File: src/rtl/fp32_to_int_converter.sv
// Two-stage binary32 -> int32/uint32 converter: unpack, then denormalize/round/saturate.
// RTZ and RNE rounding, invalid/inexact flags, valid/ready on both sides with one global advance enable.
module fp32_to_int_converter (
    input  logic        clk,
    input  logic        rst_n,
    input  logic        in_valid,
    output logic        in_ready,
    input  logic [31:0] in_data,
    input  logic        in_signed,
    input  logic        in_rm,
    output logic        out_valid,
    input  logic        out_ready,
    output logic [31:0] out_data,
    output logic        out_invalid,
    output logic        out_inexact
);

    localparam int unsigned MANT_W = 24;
    localparam int unsigned EXP_W  = 8;
    localparam int unsigned DATA_W = 32;

    logic en;

    // Stage 1 registers
    logic              s1_valid_q;
    logic              s1_sign_q;
    logic              s1_signed_q;
    logic              s1_rm_q;
    logic              s1_nan_q;
    logic              s1_inf_q;
    logic              s1_zero_q;
    logic              s1_denorm_q;
    logic [EXP_W-1:0]  s1_exp_q;
    logic [MANT_W-1:0] s1_m_q;

    // Stage 2 (output) registers
    logic              out_valid_q;
    logic [DATA_W-1:0] out_data_q;
    logic              out_invalid_q;
    logic              out_inexact_q;

    // Stage 2 combinational results
    logic signed [9:0] e;
    logic [4:0]        sh;
    logic [3:0]        lsh;
    logic [DATA_W-1:0] mag;
    logic [DATA_W-1:0] rmag;
    logic              guard;
    logic              sticky;
    logic              inc;
    logic [DATA_W-1:0] out_data_d;
    logic              out_invalid_d;
    logic              out_inexact_d;

    logic [EXP_W-1:0]  in_exp;
    logic [22:0]       in_frac;

    assign en       = ~out_valid_q | out_ready;
    assign in_ready = en;
    assign in_exp   = in_data[30:23];
    assign in_frac  = in_data[22:0];

    always_ff @(posedge clk or negedge rst_n) begin
        if (!rst_n) begin
            s1_valid_q  <= 1'b0;
            s1_sign_q   <= 1'b0;
            s1_signed_q <= 1'b0;
            s1_rm_q     <= 1'b0;
            s1_nan_q    <= 1'b0;
            s1_inf_q    <= 1'b0;
            s1_zero_q   <= 1'b0;
            s1_denorm_q <= 1'b0;
            s1_exp_q    <= '0;
            s1_m_q      <= '0;
        end else if (en) begin
            s1_valid_q <= in_valid;
            if (in_valid) begin
                s1_sign_q   <= in_data[31];
                s1_signed_q <= in_signed;
                s1_rm_q     <= in_rm;
                s1_nan_q    <= (in_exp == 8'hFF) && (in_frac != 23'd0);
                s1_inf_q    <= (in_exp == 8'hFF) && (in_frac == 23'd0);
                s1_zero_q   <= (in_exp == 8'h00) && (in_frac == 23'd0);
                s1_denorm_q <= (in_exp == 8'h00) && (in_frac != 23'd0);
                s1_exp_q    <= in_exp;
                s1_m_q      <= {in_exp != 8'h00, in_frac};
            end
        end
    end

    // Denormalize by the exponent distance, then round and saturate
    always_comb begin
        sh            = '0;
        lsh           = '0;
        mag           = '0;
        guard         = 1'b0;
        sticky        = 1'b0;
        out_data_d    = '0;
        out_invalid_d = 1'b0;
        out_inexact_d = 1'b0;
        e             = $signed({2'b00, s1_exp_q}) - 10'sd127;

        if (s1_zero_q) begin
            sticky = 1'b0;
        end else if (s1_denorm_q || (e <= -10'sd2)) begin
            sticky = 1'b1;
        end else if (e == -10'sd1) begin
            guard  = 1'b1;
            sticky = |s1_m_q[22:0];
        end else if (e < 10'sd23) begin
            sh     = 5'(10'sd23 - e);
            mag    = DATA_W'(s1_m_q >> sh);
            guard  = s1_m_q[sh - 5'd1];
            sticky = |(s1_m_q & ((24'd1 << (sh - 5'd1)) - 24'd1));
        end else if (e <= 10'sd31) begin
            lsh = 4'(e - 10'sd23);
            mag = DATA_W'(s1_m_q) << lsh;
        end

        inc  = s1_rm_q & guard & (sticky | mag[0]);
        rmag = mag + DATA_W'(inc);

        if (s1_signed_q) begin
            if (s1_nan_q) begin
                out_data_d    = 32'h7FFF_FFFF;
                out_invalid_d = 1'b1;
            end else if (e >= 10'sd31) begin
                // Only exactly -2^31 fits; every other large operand saturates
                if (s1_sign_q) begin
                    out_data_d    = 32'h8000_0000;
                    out_invalid_d = !((e == 10'sd31) && (s1_m_q == 24'h80_0000));
                end else begin
                    out_data_d    = 32'h7FFF_FFFF;
                    out_invalid_d = 1'b1;
                end
            end else begin
                out_data_d = s1_sign_q ? (32'd0 - rmag) : rmag;
            end
        end else begin
            if (s1_nan_q || (!s1_sign_q && (e >= 10'sd32))) begin
                out_data_d    = 32'hFFFF_FFFF;
                out_invalid_d = 1'b1;
            end else if (s1_sign_q) begin
                out_data_d    = '0;
                out_invalid_d = (e >= 10'sd32) || (rmag != 32'd0);
            end else begin
                out_data_d = rmag;
            end
        end

        out_inexact_d = (guard | sticky) & ~out_invalid_d;
    end

    always_ff @(posedge clk or negedge rst_n) begin
        if (!rst_n) begin
            out_valid_q   <= 1'b0;
            out_data_q    <= '0;
            out_invalid_q <= 1'b0;
            out_inexact_q <= 1'b0;
        end else if (en) begin
            out_valid_q <= s1_valid_q;
            if (s1_valid_q) begin
                out_data_q    <= out_data_d;
                out_invalid_q <= out_invalid_d;
                out_inexact_q <= out_inexact_d;
            end
        end
    end

    assign out_valid   = out_valid_q;
    assign out_data    = out_data_q;
    assign out_invalid = out_invalid_q;
    assign out_inexact = out_inexact_q;

endmodule

File: config.mk
export PLATFORM = sky130hd
export DESIGN_NAME = fp32_to_int_converter
export DESIGN_NICKNAME = d
export VERILOG_FILES = /design/src/rtl/fp32_to_int_converter.sv
export SDC_FILE = /design/constraint.sdc
export NUM_CORES = 1
export LEC_CHECK = 0
export BUFFER_PORTS_ARGS = -buffer_cell sky130_fd_sc_hd__buf_4
export CORE_MARGIN = 2
export CORE_UTILIZATION = 60
export CTS_CLUSTER_DIAMETER = 50
export DETAILED_ROUTE_END_ITERATION = 7
export MAX_ROUTING_LAYER = met4
export PLACE_DENSITY = 0.81
export SLEW_MARGIN = 20
export SYNTH_ARGS = -nofsm -noshare
export SYNTH_HDL_FRONTEND = slang
export SYNTH_SLANG_ARGS = --single-unit
File: constraint.sdc
create_clock -name clk -period 11.8 [get_ports clk]
set_input_delay 1.18 -clock clk [delete_from_list [all_inputs] [get_ports clk]]
set_output_delay 1.18 -clock clk [all_outputs]
set_load 0.03 [all_outputs]
Yosys cells after proc, flatten, opt, wreduce, memory -nomap -nowiden
Index checks and enable logic that the tools add are counted.
{"block": "op_classes", "n_addsub": 7, "n_lt_le_gt_ge": 6, "n_eq_ne": 4, "shift": 3, "n_mux": 28, "bitwise_logic": 9, "reduce_logical": 19}
{"operator": "$mux W32", "count": 12}
{"operator": "$add A32 B1 Y32", "count": 1}
{"operator": "$reduce_bool A32 Y1", "count": 1}
{"operator": "$shl A24 B4 Y32", "count": 1}
{"operator": "$shr A24 B5 Y32", "count": 1}
{"operator": "$sub A1 B32 Y32 const A", "count": 1}
{"operator": "$and A24 B24 Y24", "count": 1}
{"operator": "$eq A24 B24 Y1 const B", "count": 1}
{"operator": "$reduce_or A24 Y1", "count": 1}
{"operator": "$shl A1 B5 Y24 const A", "count": 1}
{"operator": "$sub A24 B1 Y24 const B", "count": 1}
{"operator": "$logic_not A23 Y1", "count": 1}
{"operator": "$reduce_bool A23 Y1", "count": 1}
{"operator": "$reduce_or A23 Y1", "count": 1}
{"operator": "$mux W1", "count": 15}
{"operator": "$eq A9 B1 Y1 const B", "count": 1}
{"operator": "$eq A9 B6 Y1 const B", "count": 1}
{"operator": "$ge A9 B6 Y1 const B", "count": 1}
{"operator": "$ge A9 B7 Y1 const B", "count": 1}
{"operator": "$le A9 B2 Y1 const B", "count": 1}
{"operator": "$le A9 B6 Y1 const B", "count": 1}
{"operator": "$lt A9 B6 Y1 const B", "count": 1}
{"operator": "$sub A8 B7 Y9 const B", "count": 1}
{"operator": "$eq A8 B8 Y1 const B", "count": 1}
{"operator": "other kinds (14)", "count": 27}
{"block": "totals", "register_bits": 74, "inputBits": 38, "wordCells": 89}

Longest topological paths before layout
Gate-level depths: netlist of the first run.
{"block": "depth", "depth_word": 21, "depth_mapped": 34, "mapped_depth_nobuf": 27}

Worst setup path before layout of the first run
OpenSTA, ideal clock, no wires.
{"block": "synth_timing", "path_type": "reg-to-reg", "startpoint": "register s1_exp_q[0]", "endpoint": "register out_invalid_q, in the netlist out_invalid", "setup_ns": 0.118, "arrival_time_ns": 6.814, "setup_slack_ns": 4.868, "path_stages_with_launch": 34, "n_path_buf": 9, "period_less_slack_ns": 6.932, "cell_sequence": "dfrtp_1 -> buf_4 -> buf_12 -> buf_8 -> inv_1 -> buf_4 -> buf_2 -> ha_1 -> buf_6 -> and2b_4 -> a221oi_2 -> nor2_2 -> buf_4 -> buf_2 -> nor3_2 -> nand3_1 -> ha_1 -> clkbuf_1 -> nand2_1 -> o41ai_1 -> a41o_1 -> a221oi_1 -> and4b_1 -> nand2_1 -> o211ai_1 -> a41oi_1 -> a31oi_1 -> ha_1 -> inv_1 -> nor4b_2 -> and3_4 -> nand3b_4 -> o41a_1 -> a21o_1"}
{"block": "synth_between", "elab_chain_len": 19}
{"item": "start: declaration", "line_no": "33", "rtl": "logic [EXP_W-1:0] s1_exp_q;"}
{"item": "start signal: assignment", "line_no": "85", "rtl": "s1_exp_q <= in_exp;"}
{"item": "$sub A8 B7 Y9 (*)", "line_no": "101", "rtl": "e = $signed({2'b00, s1_exp_q}) - 10'sd127;"}
{"item": "$sub A5 B5 Y5", "line_no": "111", "rtl": "sh = 5'(10'sd23 - e);"}
{"item": "$sub A5 B1 Y5", "line_no": "113, 114"}
{"item": "$shl A1 B5 Y24", "line_no": "114", "rtl": "sticky = |(s1_m_q & ((24'd1 << (sh - 5'd1)) - 24'd1));"}
{"item": "$sub A24 B1 Y24", "line_no": "114"}
{"item": "$and A24 B24 Y24", "line_no": "114"}
{"item": "$reduce_or A24 Y1", "line_no": "114"}
{"item": "$mux W1", "line_no": "110", "rtl": "end else if (e < 10'sd23) begin"}
{"item": "[... 3 more ...]"}
{"item": "$or A1 B1 Y1", "line_no": "120", "rtl": "inc = s1_rm_q & guard & (sticky | mag[0]);"}
{"item": "$and A1 B1 Y1", "line_no": "120"}
{"item": "$add A32 B1 Y32", "line_no": "121", "rtl": "rmag = mag + DATA_W'(inc);"}
{"item": "$reduce_bool A32 Y1", "line_no": "145", "rtl": "out_invalid_d = (e >= 10'sd32) || (rmag != 32'd0);"}
{"item": "$logic_or A1 B1 Y1", "line_no": "145"}
{"item": "$mux W1", "line_no": "143", "rtl": "end else if (s1_sign_q) begin"}
{"item": "$mux W1", "line_no": "140", "rtl": "if (s1_nan_q || (!s1_sign_q && (e >= 10'sd32))) begin"}
{"item": "$mux W1 (*)", "line_no": "123", "rtl": "if (s1_signed_q) begin"}
{"item": "end signal: assignment", "line_no": "164", "rtl": "out_invalid_q <= out_invalid_d;"}
{"item": "end: declaration", "line_no": "39", "rtl": "logic out_invalid_q;"}
Every way passes the cells marked *; elsewhere a longest branch is shown, timed or not. The select of a mux whose other input is x is not followed.
A chain may end at the register's enable or synchronous reset.

Worst setup path after layout of the first run
{"block": "layout_timing", "startpoint": "register s1_exp_q[0]", "endpoint": "register out_data_q[24], in the netlist out_data[24]"}
{"block": "layout_between", "elab_chain_len": 19}
{"item": "$sub A8 B7 Y9 (*)", "line_no": "101"}
{"item": "$sub A5 B5 Y5", "line_no": "111"}
{"item": "$sub A5 B1 Y5", "line_no": "113, 114"}
{"item": "$shl A1 B5 Y24", "line_no": "114"}
{"item": "$sub A24 B1 Y24", "line_no": "114"}
{"item": "$and A24 B24 Y24", "line_no": "114"}
{"item": "$reduce_or A24 Y1", "line_no": "114"}
{"item": "$mux W1", "line_no": "110"}
{"item": "[... 3 more ...]"}
{"item": "$or A1 B1 Y1", "line_no": "120"}
{"item": "$and A1 B1 Y1", "line_no": "120"}
{"item": "$add A32 B1 Y32", "line_no": "121"}
{"item": "$sub A1 B32 Y32", "line_no": "137", "rtl": "out_data_d = s1_sign_q ? (32'd0 - rmag) : rmag;"}
{"item": "$mux W32", "line_no": "137"}
{"item": "$mux W32", "line_no": "127", "rtl": "end else if (e >= 10'sd31) begin"}
{"item": "$mux W32", "line_no": "124", "rtl": "if (s1_nan_q) begin"}
{"item": "$mux W32 (*)", "line_no": "123"}
{"item": "end signal: assignment", "line_no": "163", "rtl": "out_data_q <= out_data_d;"}
{"item": "end: declaration", "line_no": "38", "rtl": "logic [DATA_W-1:0] out_data_q;"}
Marked as above.

==> parameters.txt, run 1 <==
Parameter                              Value

CTS
  Cts repair resizes ... 0
  Depth of the CTS H-tree ... 3
  Number of buffers between clock root and the deepest sink ... 2
  Clock tree from TritonCTS ... yes
  Root buffer cell ... sky130_fd_sc_hd__clkbuf_16
  Clock-pin slew reported for the worst setup and hold paths after clock tree synthesis ... around 70 ps
  Setup fix buffers added after clock tree synthesis ... 0
  Num Clock Sinks ... 74
  Clock latency of the later-clocked register in the worst-skew pair ... 360 ps
  Number of buffers inserted by hold repair at cts ... 0
  Num CTS Buffers ... 9

Cells and area
  Top library cells by usage in the layout, fill and taps aside ... 137 x sky130_fd_sc_hd__nand2_1, 87 x sky130_fd_sc_hd__buf_4, 75 x sky130_fd_sc_hd__o21ai_0, 75 x sky130_fd_sc_hd__nor2_1, 72 x sky130_fd_sc_hd__dfrtp_1
  Count of non-filler cells in the finished layout ... 1445
  Commonest non-fill, non-tap cell in the layout ... sky130_fd_sc_hd__nand2_1
  Utilization of the core after routing ... 64.7%
  Fraction of final layout cells sized beyond drive strength 1 ... between 10% and 20%
  Final standard cell area without fillers ... ~0.011 mm2
  Number of inserted diodes ... 0
  Count of nets after finishing ... about 1.3k
  P&R area growth vs syn ... 5.79%

Setup path
  Critical Path RT ... roughly 12000 ps
  Worst path buffer plus inverter count ... 2
  Worst path cell trace ... buf_4, inv_1, ha_2, and2b_4, a31oi_1, nand2_1, nand3_1, o21a_1, a211oi_1, nor2b_1, ha_1, nand3_1, nor4b_1, a31oi_1, o21ai_0, nand4b_2, nand3b_4, and4_1, o32a_1
  Critical path's slowest cell ... sky130_fd_sc_hd__dfrtp_2
  Worst-path fanout max ... 51
  Start-to-end type of the worst setup path ... reg2reg
  Worst path top cell family by delay ... simple AND/OR/NAND/NOR gates
  Arrival time reported for the critical path endpoint ... between 8000 and 9000 ps
  Sort of element at the end of the critical path ... register
  Type of element launching the critical path ... register
  Max incr delay on CP ... approximately 710 ps

Logic synthesis
  Total of flip-flops plus latches after synthesis ... 74
  Synthesized instance count ... around 1.2k
  Mapped Area ... 0.0101 mm2
  Post-synthesis cell type with the largest combined area ... sky130_fd_sc_hd__dfrtp_1
  Mean instance size in the synthesized netlist ... slightly above 8 um2
  EDFF count, synth ... 0
  Warning count from the yosys run ... 0
  Cell types occupying the most area after synthesis ... sky130_fd_sc_hd__dfrtp_1 18%, sky130_fd_sc_hd__mux4_2 7.2%, sky130_fd_sc_hd__mux2i_1 6.6%, sky130_fd_sc_hd__mux2_2 5.7%, sky130_fd_sc_hd__nand2_1 5.1%
  Unique cell type count in the Yosys netlist ... between 100 and 150
  Commonest register cell after synthesis ... sky130_fd_sc_hd__dfrtp_1
  Post-synthesis async set-or-reset flop share ... between 90% and 100%
  Share of the synthesized area in the top cell type ... a little under a fifth
  Sequential cell area fraction in the yosys report ... 18.4%
  Net count after synthesis ... between 1k and 1.5k

Drt
  Number of nets still failing antenna checks after routing ... 0
  Average vias per placed instance ... between 7 and 8
  Number of DRC markers in iteration 0 ... ~1.9k
  Number of remaining DRC errors ... 0
  Detailed-route via count ... approximately 11k
  First-pass detailed-route iteration total ... 7
  Routed wire length ... 35500 um
  Wirelength per Cell ... about 25 um

Status
  Status ... finished clean

Floorplanning
  Row count ... 47
  Die boundary width ... ~130 um
  Core region area ... roughly 0.016 mm2
  Effective utilization at floorplan ... 61.1%
  Y dimension of the die ... 134 um
  Boundary Pins ... 74
  Die footprint ... 0.0178 mm2

Global route
  Via count of the first global-routing pass ... 9845
  Number of antenna violations at the first check in global routing ... 0
  Largest net degree at the start of global routing ... 69
  Global-route congestion overflow total ... 0
  First-pass GRT wire length ... 56200 um
  Total global routing track utilization ... just over 40%

STA
  Max-slew headroom ... between 20 and 30%
  Clock period minus final worst setup slack ... 8710 ps
  RSZ-0062 raised after global routing ... no
  Worst slew pin tran ... 1080 ps
  FMAX ... about 110 MHz
  Setup violation total in the final timing report ... 0
  Layout Skew ... around 14 ps
  Hold WS ... about 480 ps
  Final-layout setup total negative slack ... 0 ps
  Ratio of final minimum period to clock period ... 73.8%
  Final number of max-transition violations ... 0
  Number of hold violations in the final report ... 0

Placed design
  Buffers added on ports ... between 70 and 80
  Final HPWL from detailed placement ... ~26000 um
  Placed cell count ... 1429
  Post-placement cell area ... between 0.01 and 0.015 mm2
  Gp weighted congestion ... 1.04

Power and ir drop
  Areal power density over the cells ... ~230 mW/mm2
  Maximum resistive drop on vdd ... 0.143 mV
  Static leakage power ... a little over 4 nW

Worst hold path
  Worst min path class ... reg2reg

Job
  Max-cap viol count ... 0
Yosys cell counts (13+ instances only):
master	instances
sky130_fd_sc_hd__dfrtp_1	74
sky130_fd_sc_hd__nand4_1	27
sky130_fd_sc_hd__mux4_2	32
sky130_fd_sc_hd__nand3_1	67
sky130_fd_sc_hd__nor2_1	75
sky130_fd_sc_hd__nor4_1	25
sky130_fd_sc_hd__nor3_1	31
sky130_fd_sc_hd__nor2b_1	13
sky130_fd_sc_hd__o211ai_1	20
sky130_fd_sc_hd__clkbuf_1	75
sky130_fd_sc_hd__inv_1	20
sky130_fd_sc_hd__buf_2	17
sky130_fd_sc_hd__nand2_1	137
sky130_fd_sc_hd__and2_1	15
sky130_fd_sc_hd__o21a_1	17
sky130_fd_sc_hd__and3_1	14
sky130_fd_sc_hd__o21ai_0	75
sky130_fd_sc_hd__mux2i_1	66
sky130_fd_sc_hd__o22ai_1	14
sky130_fd_sc_hd__a31oi_1	19
sky130_fd_sc_hd__a21oi_1	55
sky130_fd_sc_hd__mux2_2	51
kinds of logic after synthesis:
family                   count (synthesis)  synth area share [%]
XOR/XNOR                                25                  2.69
flip-flops                              74                  18.4
adder cells (fa/ha/maj)                 11                  1.37
AND/OR/NAND/NOR                        499                  26.7
buffers and inverters                  142                  7.09
AO/OA/AOI/OAI                          341                  23.8
multiplexers                           151                  20.0
final cells by class:
class | count | area, um2
multi-input cells | 1027 | 7510
repair buffers | 87 | 653
fillers | 1488 | 5820
flip-flops and latches | 74 | 1850
clock buffers | 11 | 233
inverters | 21 | 78.8
well taps | 220 | 275
clock inverters | 5 | 38.8
where the power goes:
part / total [mW] / internal, mW / switching [mW]
clock network: 0.274 / 0.145 / 0.130
logic: 1.74 / 0.658 / 1.08
registers: 0.456 / 0.329 / 0.127
worst reg2reg max path, delay by kind of cell (launching register included):
| family | cells | cell delay, ps |
|---|---|---|
| buffers and inverters | 2 | 1220 |
| and+or+nand+nor | 9 | 3690 |
| AOI/OAI and AO/OA | 6 | 2070 |
| adders and majority gates | 2 | 900 |
| DFF | 1 | 710 |
metal layers:
metal  track usage [%]  up-vias  wire length, um  share of wire [%]
li1                  -     4758                -                  -
met1              59.3     5103            14500                 41
met2              56.9      753            14800                 42
met3              9.63      104             4910                 14
met4              13.4        0             1230                3.5
met5                 -        -                0                  0
through the flow:
step | worst slack, ps | power, mW
after floorplan | 4870 | 1.69
after global placement | 3540 | 2.13
after detailed placement | 3370 | 2.13
after CTS | 3330 | 2.41
after global routing | 2510 | 2.60
final | 3090 | 2.47
registers in the layout (all words and copies together) (netlist names):
name,cells
s1_exp_q,8
out_valid,1
s1_m_q,24
s1_nan_q,1
out_inexact,1
s1_signed_q,1
s1_zero_q,1
s1_valid_q,1
s1_rm_q,1
s1_denorm_q,1
out_invalid,1
s1_sign_q,1
out_data,32
path summary, 6_finish.rpt:
path                            slack [ps]    startpoint  cells past startpoint            to
worst max register to register        3090   s1_exp_q[0]                     19  out_data[24]
min in group asynchronous              690         rst_n                      1  out_data[12]
worst min register to register         480  out_data[10]                      2  out_data[10]
max in group asynchronous            10060         rst_n                      2     s1_sign_q
worst max-delay path                  3090   s1_exp_q[0]                     19  out_data[24]
worst min-delay path                   480  out_data[10]                      2  out_data[10]
Power figures use the tool's default switching activity.
==> run 2: changes to the inputs <==
- ABC_AREA: unset -> 1
- PLACE_DENSITY: 0.81 -> 0.82
- clock period: 11.8 -> 8.9 ns (I/O delays scaled with it)
==> run 2 against run 1 <==
  * Clock-buffer cell count down 2
  * Non-clock buffer count up 3
  * Sequential share of layout area up 0.14 points
  * First-iteration DRC count up 6.9%
  * Maximum frequency up 29%
  * Critical path type unchanged
  * Largest cell class unchanged
  * Highest routed layer unchanged
==> parameters.txt, run 2 <==
Parameter                              Value

Logic synthesis
  Warning count from the yosys run ... 0
  Post-synthesis adder-cell area fraction ... 1.42%
  Sequential cell area fraction in the yosys report ... between 10% and 20%
  Post-synthesis async set-or-reset flop share ... 100%
  Combinational family with the most area after synthesis ... simple AND/OR/NAND/NOR gates
  Commonest cells post-synth ... 663 x sky130_fd_sc_hd__nand2_1, 209 x sky130_fd_sc_hd__o21ai_0, 187 x sky130_fd_sc_hd__nor2_1, 170 x sky130_fd_sc_hd__nand3_1, 157 x sky130_fd_sc_hd__inv_1
  Unique cell type count in the Yosys netlist ... between 40 and 50
  Total of flip-flops plus latches after synthesis ... 74
  Post-synthesis cell type with the largest combined area ... sky130_fd_sc_hd__nand2_1
  EDFF count, synth ... 0
  Portion of netlist area occupied by mux cells ... 0.517%
  Compound-Gate Fraction of Synth Area ... between 15 and 20%
  Most frequent cell after synthesis ... sky130_fd_sc_hd__nand2_1
  Share of the synthesized area in the top cell type ... 25.7%
  Synthesized instance count ... around 1.8k
  Synth Area in Simple Gates ... 50.2%
  Cell types occupying the most area after synthesis ... sky130_fd_sc_hd__nand2_1 26%, sky130_fd_sc_hd__dfrtp_1 19%, sky130_fd_sc_hd__o21ai_0 11%, sky130_fd_sc_hd__nand3_1 8.8%, sky130_fd_sc_hd__nor2_1 7.2%
  Commonest register cell after synthesis ... sky130_fd_sc_hd__dfrtp_1
  Post-synthesis xor/xnor area fraction ... less than 1%
  Mean instance size in the synthesized netlist ... around 5.4 um2
  Net count after synthesis ... ~1.9k
  Mapped Area ... a little under 0.01 mm2

STA
  Worst slew pin tran ... ~950 ps
  Final-layout setup total negative slack ... 0 ps
  FMAX ... around 150 MHz
  Setup violation total in the final timing report ... 0
  Clock period minus final worst setup slack ... between 6000 and 7000 ps
  Setup slack after layout ... about 2100 ps
  Final number of max-transition violations ... 0
  Max-slew headroom ... ~37%
  Ratio of final minimum period to clock period ... about 76%
  RSZ-0062 raised after global routing ... no
  Number of hold violations in the final report ... 0
  Hold WS ... about 480 ps
  Layout Skew ... ~14 ps

CTS
  Root buffer cell ... sky130_fd_sc_hd__clkbuf_16
  Num CTS Buffers ... 9
  Clock tree from TritonCTS ... yes
  Number of buffers between clock root and the deepest sink ... 2
  Number of buffers inserted by hold repair at cts ... 0
  Cts repair resizes ... 0
  Setup fix buffers added after clock tree synthesis ... 0
  Clock-pin slew reported for the worst setup and hold paths after clock tree synthesis ... around 70 ps
  Depth of the CTS H-tree ... 3
  Clock latency of the later-clocked register in the worst-skew pair ... 360 ps
  Num Clock Sinks ... between 70 and 80

Floorplanning
  Die boundary width ... approximately 130 um
  Row count ... 46
  Die footprint ... 0.0172 mm2
  Effective utilization at floorplan ... between 60% and 70%
  Boundary Pins ... 74
  Core region area ... between 0.015 and 0.02 mm2
  Y dimension of the die ... ~130 um

Drt
  Routed wire length ... approximately 37000 um
  Number of nets still failing antenna checks after routing ... 0
  Detailed-route via count ... around 12k
  Average vias per placed instance ... 6.02
  First-pass detailed-route iteration total ... 7
  Number of DRC markers in iteration 0 ... between 2k and 2.5k
  Wirelength per Cell ... roughly 18 um
  Number of remaining DRC errors ... 0

Setup path
  Max incr delay on CP ... between 500 and 600 ps
  Critical Path RT ... approximately 9100 ps
  Sort of element at the end of the critical path ... register
  Register-to-Register Path Depth ... 38
  Worst-path fanout max ... 25
  Critical R2R Capture ... out_data[22]
  Cell repeated most along the worst path ... sky130_fd_sc_hd__nand2_1
  Start-to-end type of the worst setup path ... reg2reg
  Internal reg-to-reg setup slack ... between 2000 and 2500 ps
  Beginning of the worst register-to-register path ... s1_exp_q[1]
  End of the critical path ... out_data[22]
  Arrival time reported for the critical path endpoint ... roughly 7000 ps
  Crit path from ... s1_exp_q[1]
  Critical path's slowest cell ... sky130_fd_sc_hd__inv_1
  Type of element launching the critical path ... register

Status
  Status ... finished clean

Cells and area
  Number of inserted diodes ... 0
  P&R area growth vs syn ... 9.01%
  Number of flip-flops under the largest register name ... 32
  Top library cells by usage in the layout, fill and taps aside ... 663 x sky130_fd_sc_hd__nand2_1, 209 x sky130_fd_sc_hd__o21ai_0, 187 x sky130_fd_sc_hd__nor2_1
  Fraction of final layout cells sized beyond drive strength 1 ... about a tenth
  Commonest non-fill, non-tap cell in the layout ... sky130_fd_sc_hd__nand2_1
  Count of nets after finishing ... between 1.5k and 2k

Global route
  Met3 track demand over resource ... 13.7%
  Via count of the first global-routing pass ... 10.6k
  First-pass GRT wire length ... 55600 um
  Busiest layer in global routing ... met1
  Global-route congestion overflow total ... 0
  Largest net degree at the start of global routing ... 75
  Total global routing track utilization ... a little over two fifths
  Global-route track usage on met2 ... 60.0%
  Number of antenna violations at the first check in global routing ... 0
  Met1 track utilization from global routing ... 61.1%

Placed design
  Buffers added on ports ... 73
  Place WS ... roughly 2300 ps
  Gp weighted congestion ... around 1.1
  Final HPWL from detailed placement ... roughly 29000 um

Power and ir drop
  Maximum resistive drop on vdd ... approximately 0.26 mV
  Areal power density over the cells ... approximately 280 mW/mm2
  Static leakage power ... about 5.5 nW

Worst hold path
  Worst min path class ... reg2reg

Job
  Max-cap viol count ... 0
run 2: cell count changes in the layout (fill, tap and decap cells not counted), moves of 51 or more:
cell                      change
sky130_fd_sc_hd__inv_1      +137
sky130_fd_sc_hd__mux2_2      -51
sky130_fd_sc_hd__nand2_1    +526
sky130_fd_sc_hd__nor2_1     +112
sky130_fd_sc_hd__nand3_1    +103
sky130_fd_sc_hd__o21ai_0    +134
sky130_fd_sc_hd__mux2i_1     -61
run 2: logic make-up after synthesis:
logic type	after synthesis
adder cells (fa/ha/maj)	11
AO/OA/AOI/OAI	317
AND/OR/NAND/NOR	1142
multiplexers	5
buffers and inverters	248
XOR/XNOR	9
flip-flops	74
run 2: worst min-delay path by stage:
stage	startpoint	to	slack, ps	cells after the start
after floorplan	s1_valid_q	out_valid	430	2
after global placement	s1_valid_q	out_valid	450	2
after detailed placement	out_data[19]	out_data[19]	470	2
after CTS	s1_valid_q	out_valid	480	2
after global routing	s1_valid_q	out_valid	500	2
final	s1_valid_q	out_valid	480	2
run 2: area by class of cell:
| class | count | area [um2] |
|---|---|---|
| multi-input combinational | 1484 | 6830 |
| fill | 1493 | 5270 |
| sequential | 74 | 1850 |
| timing repair buffer | 90 | 676 |
| inverter | 165 | 619 |
| tap | 216 | 270 |
| clock buffer | 9 | 225 |
| clock inverter | 7 | 82.6 |
run 2: where the power goes:
| part | internal, mW | switching (mW) |
|---|---|---|
| logic | 0.581 | 1.42 |
| registers | 0.426 | 0.0930 |
| clock network | 0.222 | 0.170 |
| total | 1.23 | 1.69 |
run 2: stage by stage:
stage          power [mW]  area, um2  util [%]  std cells
2_1_floorplan        1.88       9680         -       1806
3_3_place_gp         2.40      10200      64.7       2029
3_5_place_dp         2.42      10200      64.7       2029
4_1_cts              2.82      10600      66.7       2045
5_1_grt              3.11      10600      66.7       2045
6_report             2.92      10600      66.7       2045
run 2: critical path: cells and delay by family, from the launching register on:
family	cells	cell delay (ps)
DFF	1	510
adders and majority gates	4	1180
AOI/OAI and AO/OA	1	300
xor gates and xnor gates	1	180
and+or+nand+nor	28	3620
buffers and inverters	4	860
run 2: layer usage:
layer | wire length (um) | vias to the layer above | part of all wire, %
li1 | - | 5903 | -
met1 | 15200 | 5433 | 42
met2 | 14700 | 866 | 40
met3 | 5580 | 114 | 15
met4 | 1120 | 0 | 3.1
met5 | 0 | - | 0
==> run 3: changes to the inputs <==
- CORE_UTILIZATION: 60 -> 57
- PLACE_DENSITY: 0.82 -> 0.81
- clock period: 8.9 -> 5.78 ns (I/O delays scaled with it)
==> run 3 against run 2 <==
  * Routed wire length decreased by 1.5%
  * Clock-buffer cell count did not move
  * Die area rose by 5.1%
  * Via count rose by 0.40%
  * Combinational power rose by 54%
  * Clock power grew 55%
  * Sequential power increased by 53%
  * Non-clock buffer count increased by 12
  * Clock skew decreased by 3.1 ps
==> parameters.txt, run 3 (synthesized netlist as in run 2, its figures left out) <==
Parameter                              Value

Status
  Status ... finished clean

Floorplanning
  Row count ... between 40 and 50
  Boundary Pins ... 74
  Effective utilization at floorplan ... between 50% and 60%
  Die boundary width ... between 100 and 150 um
  Die footprint ... 0.0180 mm2
  Y dimension of the die ... 134 um
  Core region area ... about 0.017 mm2

Global route
  Via count of the first global-routing pass ... 10.7k
  First-pass GRT wire length ... 56900 um
  Number of antenna violations at the first check in global routing ... 0
  Largest net degree at the start of global routing ... 75
  Global-route congestion overflow total ... 0
  Total global routing track utilization ... a little over 40%

Cells and area
  Final standard cell area without fillers ... approximately 0.011 mm2
  Fraction of final layout cells sized beyond drive strength 1 ... a little over a tenth
  Top library cells by usage in the layout, fill and taps aside ... 662 x sky130_fd_sc_hd__nand2_1, 209 x sky130_fd_sc_hd__o21ai_0, 179 x sky130_fd_sc_hd__nor2_1
  Commonest non-fill, non-tap cell in the layout ... sky130_fd_sc_hd__nand2_1
  Number of flip-flops under the largest register name ... 32
  Fillcell total ... about 1.7k
  Count of non-filler cells in the finished layout ... around 2k
  P&R area growth vs syn ... 10.6%
  Number of inserted diodes ... 0
  Count of nets after finishing ... 1885

Drt
  First-pass detailed-route iteration total ... 6
  Wirelength per Cell ... between 15 and 20 um
  Detailed-route via count ... 12.4k
  Number of DRC markers in iteration 0 ... 1753
  Routed wire length ... 36000 um
  Average vias per placed instance ... roughly 6.0
  Number of nets still failing antenna checks after routing ... 0
  Number of remaining DRC errors ... 0

Power and ir drop
  Proportion of power drawn by flip-flops and latches ... about 18%
  Switching pwr ... approximately 2.6 mW
  Maximum resistive drop on vdd ... between 0.3 and 0.4 mV
  Sw Share ... 57.0%
  Internal power component ... 1.93 mW
  Areal power density over the cells ... ~420 mW/mm2
  Relative contribution of combinational cells to total power ... 68.8%
  Static leakage power ... 5.58 nW
  Clock share of power ... between 10% and 20%

STA
  Number of hold violations in the final report ... 0
  Clock period minus final worst setup slack ... around 5400 ps
  Worst slew pin tran ... 1040 ps
  Final-layout setup total negative slack ... 0 ps
  RSZ-0062 raised after global routing ... no
  Layout Skew ... 11.2 ps
  Setup violation total in the final timing report ... 0
  Final number of max-transition violations ... 0
  Max-slew headroom ... slightly above 30%
  Ratio of final minimum period to clock period ... 93.2%
  FMAX ... ~190 MHz

Setup path
  Arrival time reported for the critical path endpoint ... about 5600 ps
  Worst path top cell family by delay ... simple AND/OR/NAND/NOR gates
  Register-to-Register Path Depth ... 36
  Max incr delay on CP ... roughly 450 ps
  Worst-path fanout max ... 14
  Sort of element at the end of the critical path ... register
  Critical Path RT ... 6030 ps
  Cell repeated most along the worst path ... sky130_fd_sc_hd__nand2_1
  Type of element launching the critical path ... register
  Start-to-end type of the worst setup path ... reg2reg
  Worst path buffer plus inverter count ... 3
  Path length in cells of the critical path ... 36
  Critical path's slowest cell ... sky130_fd_sc_hd__dfrtp_2

Placed design
  Final HPWL from detailed placement ... ~28000 um
  Gp weighted congestion ... between 1 and 1.5
  Post-placement cell area ... between 0.01 and 0.015 mm2
  Buffers added on ports ... between 70 and 80
  Placed cell count ... ~2.0k

Worst hold path
  Worst min path class ... in2async

CTS
  Number of buffers inserted by hold repair at cts ... 0
  Clock-pin slew reported for the worst setup and hold paths after clock tree synthesis ... approximately 70 ps
  Root buffer cell ... sky130_fd_sc_hd__clkbuf_16
  Clock tree from TritonCTS ... yes
  Num Clock Sinks ... between 70 and 80
  Clock latency of the later-clocked register in the worst-skew pair ... 360 ps
  Num CTS Buffers ... 9
  Number of buffers between clock root and the deepest sink ... 2
  Depth of the CTS H-tree ... 3

Job
  Max-cap viol count ... 0
run 3: power groups by stage:
stage	Combinational (mW)	Clock, mW	Sequential, mW
after floorplan	1.95	0	0.950
after global placement	2.94	0	0.789
after detailed placement	2.96	0	0.791
after CTS	2.98	0.611	0.784
after global routing	3.41	0.629	0.804
final	3.09	0.609	0.795
run 3: repair_timing:
action	4_1_cts	5_1_grt
setup buffers	0	0
endpoints found under the setup margin	0	22
gates resized for setup	0	16
run 3: final timing paths:
check                             from           end  slack [ps]
max reg2reg                s1_exp_q[0]  out_data[22]         390
min reg2reg                 s1_valid_q     out_valid         480
min                              rst_n    s1_m_q[13]         370
max in group asynchronous        rst_n   s1_exp_q[0]        4660
min in group clk                 in_rm       s1_rm_q         420
max                        s1_exp_q[0]  out_data[22]         390
run 3: cell type report:
cell class                 instances  area (um2)  share of cell area [%]
sequential                        74        1850                    17.3
multi-input combinational       1484        6890                    64.3
clock inverter                     7        82.6                   0.771
clock buffer                       9         225                    2.10
timing repair buffer             102         766                    7.15
tap                              220         275                    2.57
inverter                         165         619                    5.78
run 3: layer usage:
layer / global-route usage [%] / share of wire, % / vias to the layer above
met1: 58.8 / 43 / 5573
met4: 12.3 / 3.2 / 0
met2: 58.3 / 42 / 761
met3: 8.20 / 12 / 108
li1: - / - / 5923
met5: - / 0 / -
run 3: through the flow:
step | power, mW | utilization [%] | hold WS, ps | worst slack (ps)
6_report | 4.50 | 64.6 | 365 | 394
3_5_place_dp | 3.75 | 62.4 | 464 | 283
2_1_floorplan | 2.90 | - | 282 | 580
5_1_grt | 4.84 | 64.6 | 436 | 5.98
3_3_place_gp | 3.73 | 62.4 | 461 | 440
4_1_cts | 4.38 | 64.2 | 419 | 243
